<file path="config.mk">
export PLATFORM = sky130hd
export DESIGN_NAME = galaga_input_ctrl
export DESIGN_NICKNAME = d
export VERILOG_FILES = /design/src/rtl/galaga_input_ctrl_pkg.sv /design/src/rtl/galaga_input_ctrl_btn_debounce.sv /design/src/rtl/galaga_input_ctrl.sv
export SDC_FILE = /design/constraint.sdc
export NUM_CORES = 1
export LEC_CHECK = 0
export BUFFER_PORTS_ARGS = -buffer_cell sky130_fd_sc_hd__buf_2
export CAP_MARGIN = 15
export CELL_PAD_IN_SITES_DETAIL_PLACEMENT = 1
export CELL_PAD_IN_SITES_GLOBAL_PLACEMENT = 1
export CORE_MARGIN = 1.5
export CORE_UTILIZATION = 45
export DETAILED_ROUTE_END_ITERATION = 6
export PLACE_DENSITY_LB_ADDON = 0.1
export SYNTH_ARGS = -nofsm -noshare
export SYNTH_HDL_FRONTEND = slang
export SYNTH_HIERARCHICAL = 1
export SYNTH_SLANG_ARGS = --single-unit
export TNS_END_PERCENT = 30
</file>
<file path="constraint.sdc">
create_clock -name CLK -period 2.5 [get_ports CLK]
set_input_delay 0.5 -clock CLK [delete_from_list [all_inputs] [get_ports CLK]]
set_output_delay 0.5 -clock CLK [all_outputs]
set_load 0.02 [all_outputs]
</file>
<file path="src/rtl/galaga_input_ctrl_pkg.sv">
// Shared types and defaults for the Galaga input front end.
package galaga_input_ctrl_pkg;

   localparam int unsigned DB_CYCLES_DEF = 4;
   localparam int unsigned TICK_DIV_DEF  = 8;
   localparam int unsigned COOLDOWN_DEF  = 3;

   typedef enum logic [1:0] {
      IDLE  = 2'b00,
      ARMED = 2'b01,
      FIRE  = 2'b10,
      COOL  = 2'b11
   } shot_state_t;

   typedef enum logic {
      PRIO_P1 = 1'b0,
      PRIO_P2 = 1'b1
   } prio_t;

   // Bit positions of the buttons in the debouncer bank.
   localparam int unsigned IDX_L1 = 0;
   localparam int unsigned IDX_R1 = 1;
   localparam int unsigned IDX_F1 = 2;
   localparam int unsigned IDX_L2 = 3;
   localparam int unsigned IDX_R2 = 4;
   localparam int unsigned IDX_F2 = 5;

endpackage

</file>
<file path="src/rtl/galaga_input_ctrl_btn_debounce.sv">
// One pushbutton conditioner: 2-FF synchroniser, stability counter and
// rising-edge strobe aligned with the cycle the stable level goes high.
module btn_debounce
   import galaga_input_ctrl_pkg::*;
#(
   parameter int unsigned DB_CYCLES = DB_CYCLES_DEF
) (
   input  logic CLK,
   input  logic RST,
   input  logic raw,
   output logic stable,
   output logic rise
);

   localparam int unsigned CW = $clog2(DB_CYCLES + 1);

   logic          sync1;
   logic          sync2;
   logic [CW-1:0] cnt;

   always_ff @(posedge CLK) begin
      if (RST) begin
         sync1  <= 1'b0;
         sync2  <= 1'b0;
         stable <= 1'b0;
         rise   <= 1'b0;
         cnt    <= '0;
      end else begin
         sync1 <= raw;
         sync2 <= sync1;
         rise  <= 1'b0;
         if (sync2 == stable) begin
            cnt <= '0;
         end else if (cnt == CW'(DB_CYCLES - 1)) begin
            // This edge is the DB_CYCLES-th consecutive differing cycle.
            cnt    <= '0;
            stable <= sync2;
            rise   <= sync2;
         end else begin
            cnt <= cnt + 1'b1;
         end
      end
   end

endmodule

</file>
<file path="src/rtl/galaga_input_ctrl.sv">
// Button front end: debounced direction levels latched on game ticks and
// arbitrated single-cycle shot strobes with per-player cooldown.
module galaga_input_ctrl
   import galaga_input_ctrl_pkg::*;
#(
   parameter int unsigned DB_CYCLES = DB_CYCLES_DEF,
   parameter int unsigned TICK_DIV  = TICK_DIV_DEF,
   parameter int unsigned COOLDOWN  = COOLDOWN_DEF
) (
   input  logic CLK,
   input  logic RST,
   input  logic BTN_L1,
   input  logic BTN_R1,
   input  logic BTN_F1,
   input  logic BTN_L2,
   input  logic BTN_R2,
   input  logic BTN_F2,
   output logic TICK,
   output logic LEFT1,
   output logic RIGHT1,
   output logic LEFT2,
   output logic RIGHT2,
   output logic DP1,
   output logic DP2,
   output logic COOL1,
   output logic COOL2
);

   localparam int unsigned TW = $clog2(TICK_DIV + 1);
   localparam int unsigned CW = (COOLDOWN > 0) ? $clog2(COOLDOWN + 1) : 1;

   logic [5:0] raw_btn;
   logic [5:0] db_stable;
   logic [5:0] db_rise;
   logic       unused_db;

   assign raw_btn = {BTN_F2, BTN_R2, BTN_L2, BTN_F1, BTN_R1, BTN_L1};

   for (genvar i = 0; i < 6; i++) begin : g_db
      btn_debounce #(.DB_CYCLES(DB_CYCLES)) u_db (
         .CLK   (CLK),
         .RST   (RST),
         .raw   (raw_btn[i]),
         .stable(db_stable[i]),
         .rise  (db_rise[i])
      );
   end

   assign unused_db = ^{db_stable[IDX_F1], db_stable[IDX_F2],
                        db_rise[IDX_L1], db_rise[IDX_R1],
                        db_rise[IDX_L2], db_rise[IDX_R2]};

   logic [TW-1:0] tick_cnt;
   logic          tick;

   assign tick = (tick_cnt == TW'(TICK_DIV - 1));
   assign TICK = tick;

   always_ff @(posedge CLK) begin
      if (RST) begin
         tick_cnt <= '0;
         LEFT1    <= 1'b0;
         RIGHT1   <= 1'b0;
         LEFT2    <= 1'b0;
         RIGHT2   <= 1'b0;
      end else begin
         tick_cnt <= tick ? '0 : tick_cnt + 1'b1;
         if (tick) begin
            LEFT1  <= db_stable[IDX_L1];
            RIGHT1 <= db_stable[IDX_R1];
            LEFT2  <= db_stable[IDX_L2];
            RIGHT2 <= db_stable[IDX_R2];
         end
      end
   end

   shot_state_t   state     [2];
   shot_state_t   state_nxt [2];
   logic [CW-1:0] cool      [2];
   logic [CW-1:0] cool_nxt  [2];
   logic [1:0]    fire_rise;
   logic [1:0]    grant;
   prio_t         prio;
   prio_t         prio_nxt;

   assign fire_rise = {db_rise[IDX_F2], db_rise[IDX_F1]};

   always_ff @(posedge CLK) begin
      if (RST) begin
         prio <= PRIO_P1;
         for (int unsigned p = 0; p < 2; p++) begin
            state[p] <= IDLE;
            cool[p]  <= '0;
         end
      end else begin
         prio <= prio_nxt;
         for (int unsigned p = 0; p < 2; p++) begin
            state[p] <= state_nxt[p];
            cool[p]  <= cool_nxt[p];
         end
      end
   end

   always_comb begin
      grant[0] = (state[0] == ARMED) && ((state[1] != ARMED) || (prio == PRIO_P1));
      grant[1] = (state[1] == ARMED) && ((state[0] != ARMED) || (prio == PRIO_P2));
      prio_nxt = prio;
      if (tick && (state[0] == ARMED) && (state[1] == ARMED)) begin
         prio_nxt = (prio == PRIO_P1) ? PRIO_P2 : PRIO_P1;
      end
      for (int unsigned p = 0; p < 2; p++) begin
         state_nxt[p] = state[p];
         cool_nxt[p]  = cool[p];
         unique case (state[p])
            IDLE:  if (fire_rise[p]) state_nxt[p] = ARMED;
            ARMED: if (tick && grant[p]) state_nxt[p] = FIRE;
            FIRE: begin
               if (COOLDOWN == 0) begin
                  state_nxt[p] = IDLE;
               end else begin
                  state_nxt[p] = COOL;
                  cool_nxt[p]  = CW'(COOLDOWN);
               end
            end
            COOL: begin
               // Leaving on the tick that would bring the count to zero.
               if (tick) begin
                  if (cool[p] <= CW'(1)) begin
                     state_nxt[p] = IDLE;
                     cool_nxt[p]  = '0;
                  end else begin
                     cool_nxt[p] = cool[p] - 1'b1;
                  end
               end
            end
         endcase
      end
   end

   assign DP1   = (state[0] == FIRE);
   assign DP2   = (state[1] == FIRE);
   assign COOL1 = (state[0] == COOL);
   assign COOL2 = (state[1] == COOL);

endmodule

</file>
==> metrics.md <==
| Metric | Value |
|---|---|
| Status | `finished, final reports clean` |
| Element type at the critical path start | `flip-flop` |
| Number of stages on the worst hold path | `2` |
| Total CTS buffers | `5` |
| Total track usage | `around 18%` |
| Initial DRC count | `34` |
| Final sum of negative setup slack | `0 ps` |
| Post-route DRC | `0` |
| Post-placement worst setup slack | `~670 ps` |
| Area of the multi-input gates | `1064 um^2` |
| Final worst setup slack | `roughly 400 ps` |
| Number of buffers inserted by port buffering | `16` |
| Worst reg2reg setup slack | `640 ps` |
| Hold worst-path end | `g_db[4].u_db/sync1` |
| Power density cells | `about 640 nW/um^2` |
| Type of destination of the critical path | `output pin` |
| Utilization after layout | `roughly 53%` |
| Detailed placer's ending HPWL | `between 3000 and 4000 um` |
| Clock Tree Root | `sky130_fd_sc_hd__clkbuf_8` |
| Endpoints failing hold | `0` |
| Worst Hold Class | `in2reg` |
| Combined flip-flop and latch cell area | `between 1000 and 1500 um^2` |
| Antenna diode count | `0` |
| Critical register-to-register path endpoint | `state[0][0]` |
| Clock insertion delay at the later pin of the skew report | `approximately 300 ps` |
| Clock tree from TritonCTS | `done` |
| Fill cell count | `546` |
| Total number of clock tree sinks | `55` |
| Initial core utilization | `between 40% and 50%` |
| Maximum fanout encountered on the critical timing path | `8` |
| # Max-Cap Violations | `0` |
| Overall die width | `around 73 um` |
| Maximum count of clock buffers along a single path | `2` |
| Count of H-tree levels built during CTS | `2` |
| Number of nets produced by synthesis | `roughly 240` |
| Number of rows created at floorplan | `25` |
| Post-Layout Inst Area | `~2500 um^2` |
| Cell area after synthesis | `2230 um^2` |
| Via count of the first global-routing pass | `about 1.6k` |
| Lkg Pwr | `0.0009701 uW` |
| Pre-Repair DR Iteration Count | `4` |
| IR Drop Worst-Case VDD | `roughly 0.43 mV` |
| Shortest period the worst path allows | `roughly 2100 ps` |
| Final setup violation count | `0` |
| Number of antenna violations at the first check in global routing | `0` |
| Core box area | `approximately 4800 um^2` |
| Routability Congestion | `about 0.7` |
| Register clock-pin slew on the reported worst setup and hold paths | `~100 ps` |
| Post-CTS setup buffer count | `0` |
| Placed instance area | `between 2000 and 2500 um^2` |
| Worst path arrival time | `roughly 1600 ps` |
| Total via count in the routed design | `about 1.5k` |
| Vertical extent of the die | `around 73 um` |
| Synthesized netlist cell count | `210` |
| Slew margin rel. | `between 50 and 60%` |
| Resized Gates After CTS | `0` |
| Fraction of final layout cells sized beyond drive strength 1 | `~17%` |
| RSZ-0062 raised after global routing | `false` |
| Number of cells on the worst reg-to-reg path | `5` |
| Average size of a mapped cell | `around 11 um^2` |
| WL/cell | `roughly 14 um` |
| Detailed Route WL | `approximately 4200 um` |
| Pin count of the biggest net entering global routing | `37` |
| Count of synthesis-stage warnings from yosys | `6` |
| Final period util | `between 80% and 90%` |
| Total congestion overflow after global routing | `0` |
| Antenna viol nets, final | `0` |
| Transition at the pin with the smallest max-transition slack | `between 700 and 800 ps` |
| First-pass GRT wire length | `approximately 7200 um` |
| HP Start | `BTN_R2` |
| Quantity of hold-fixing buffers added after cts | `0` |
| Worst EP required | `roughly 2000 ps` |
| Most frequent standard cell in the layout excluding fill and tap cells | `sky130_fd_sc_hd__dfxtp_1` |
| Relative area change from synthesis to final layout | `12.68%` |
| Clock skew after layout | `around 12 ps` |
| R2r startpoint | `state[0][0]` |
| Number of top-level pins | `17` |
| Via density per instance | `~5` |
| Worst setup path category | `reg2out` |
| Total count of max-transition violations in the final report | `0` |
| Overall power after layout | `between 1500 and 2000 uW` |
| Total Nets Final | `about 260` |
| Upper clock frequency limit | `~480 MHz` |
| Most used cells in the layout excluding fill and tap cells | `55 x sky130_fd_sc_hd__dfxtp_1, 21 x sky130_fd_sc_hd__ha_1, 16 x sky130_fd_sc_hd__nand2_1, 16 x sky130_fd_sc_hd__buf_2, 14 x sky130_fd_sc_hd__inv_1` |
| Area of the die | `5386 um^2` |
## report_power, final
part	internal, uW	switching (uW)
clock network	252	269
registers	903	20.5
logic	63.1	93.3
## layout make-up
cell class / count / share of cell area [%]
Clock inverter: 1 / 0.2988
Timing Repair Buffer: 18 / 4.283
Multi-Input combinational cell: 138 / 42.33
Sequential cell: 55 / 43.82
Tap cell: 67 / 3.337
Inverter: 14 / 2.092
Clock buffer: 7 / 3.835
## metrics by stage
stage	std cells	hold WS, ps
floorplan	210	404.8
global placement	292	413.4
detailed placement	292	424.8
CTS	300	396.1
global route	300	400.3
finish	300	401.5
## state kept, by name (all words and copies together) (netlist names), 2 cells and up
name              flops
g_db.u_db/cnt        18
g_db.u_db/stable      6
g_db.u_db/sync1       6
g_db.u_db/sync2       6
cool                  4
state                 4
tick_cnt              4
g_db.u_db/rise        2
## metal layers
layer	routed length [um]	global-route usage [%]	vias to the layer above
li1	-	-	781
met1	1789	18.54	726
met2	2230	33.74	16
met3	117	4.527	5
met4	60	5.761	0
met5	0	0	-
## worst max path at each step
stage | startpoint | end | slack [ps] | depth (start not counted)
2_1_floorplan | state[0][2] | state[0][2] | 740 | 6
3_3_place_gp | tick_cnt[0] | state[0][2] | 790 | 5
3_5_place_dp | state[0][0] | state[0][0] | 670 | 5
4_1_cts | tick_cnt[0] | TICK | 360 | 4
5_1_grt | tick_cnt[0] | TICK | 240 | 4
6_report | tick_cnt[0] | TICK | 400 | 4
## critical path: stages, from the launching register on
cell and delay [ps]:
sky130_fd_sc_hd__dfxtp_1 370, sky130_fd_sc_hd__ha_1 280, sky130_fd_sc_hd__nand3b_4 150, sky130_fd_sc_hd__inv_1 260
sky130_fd_sc_hd__buf_2 230
No activity file was read; power rests on OpenSTA's default activity.
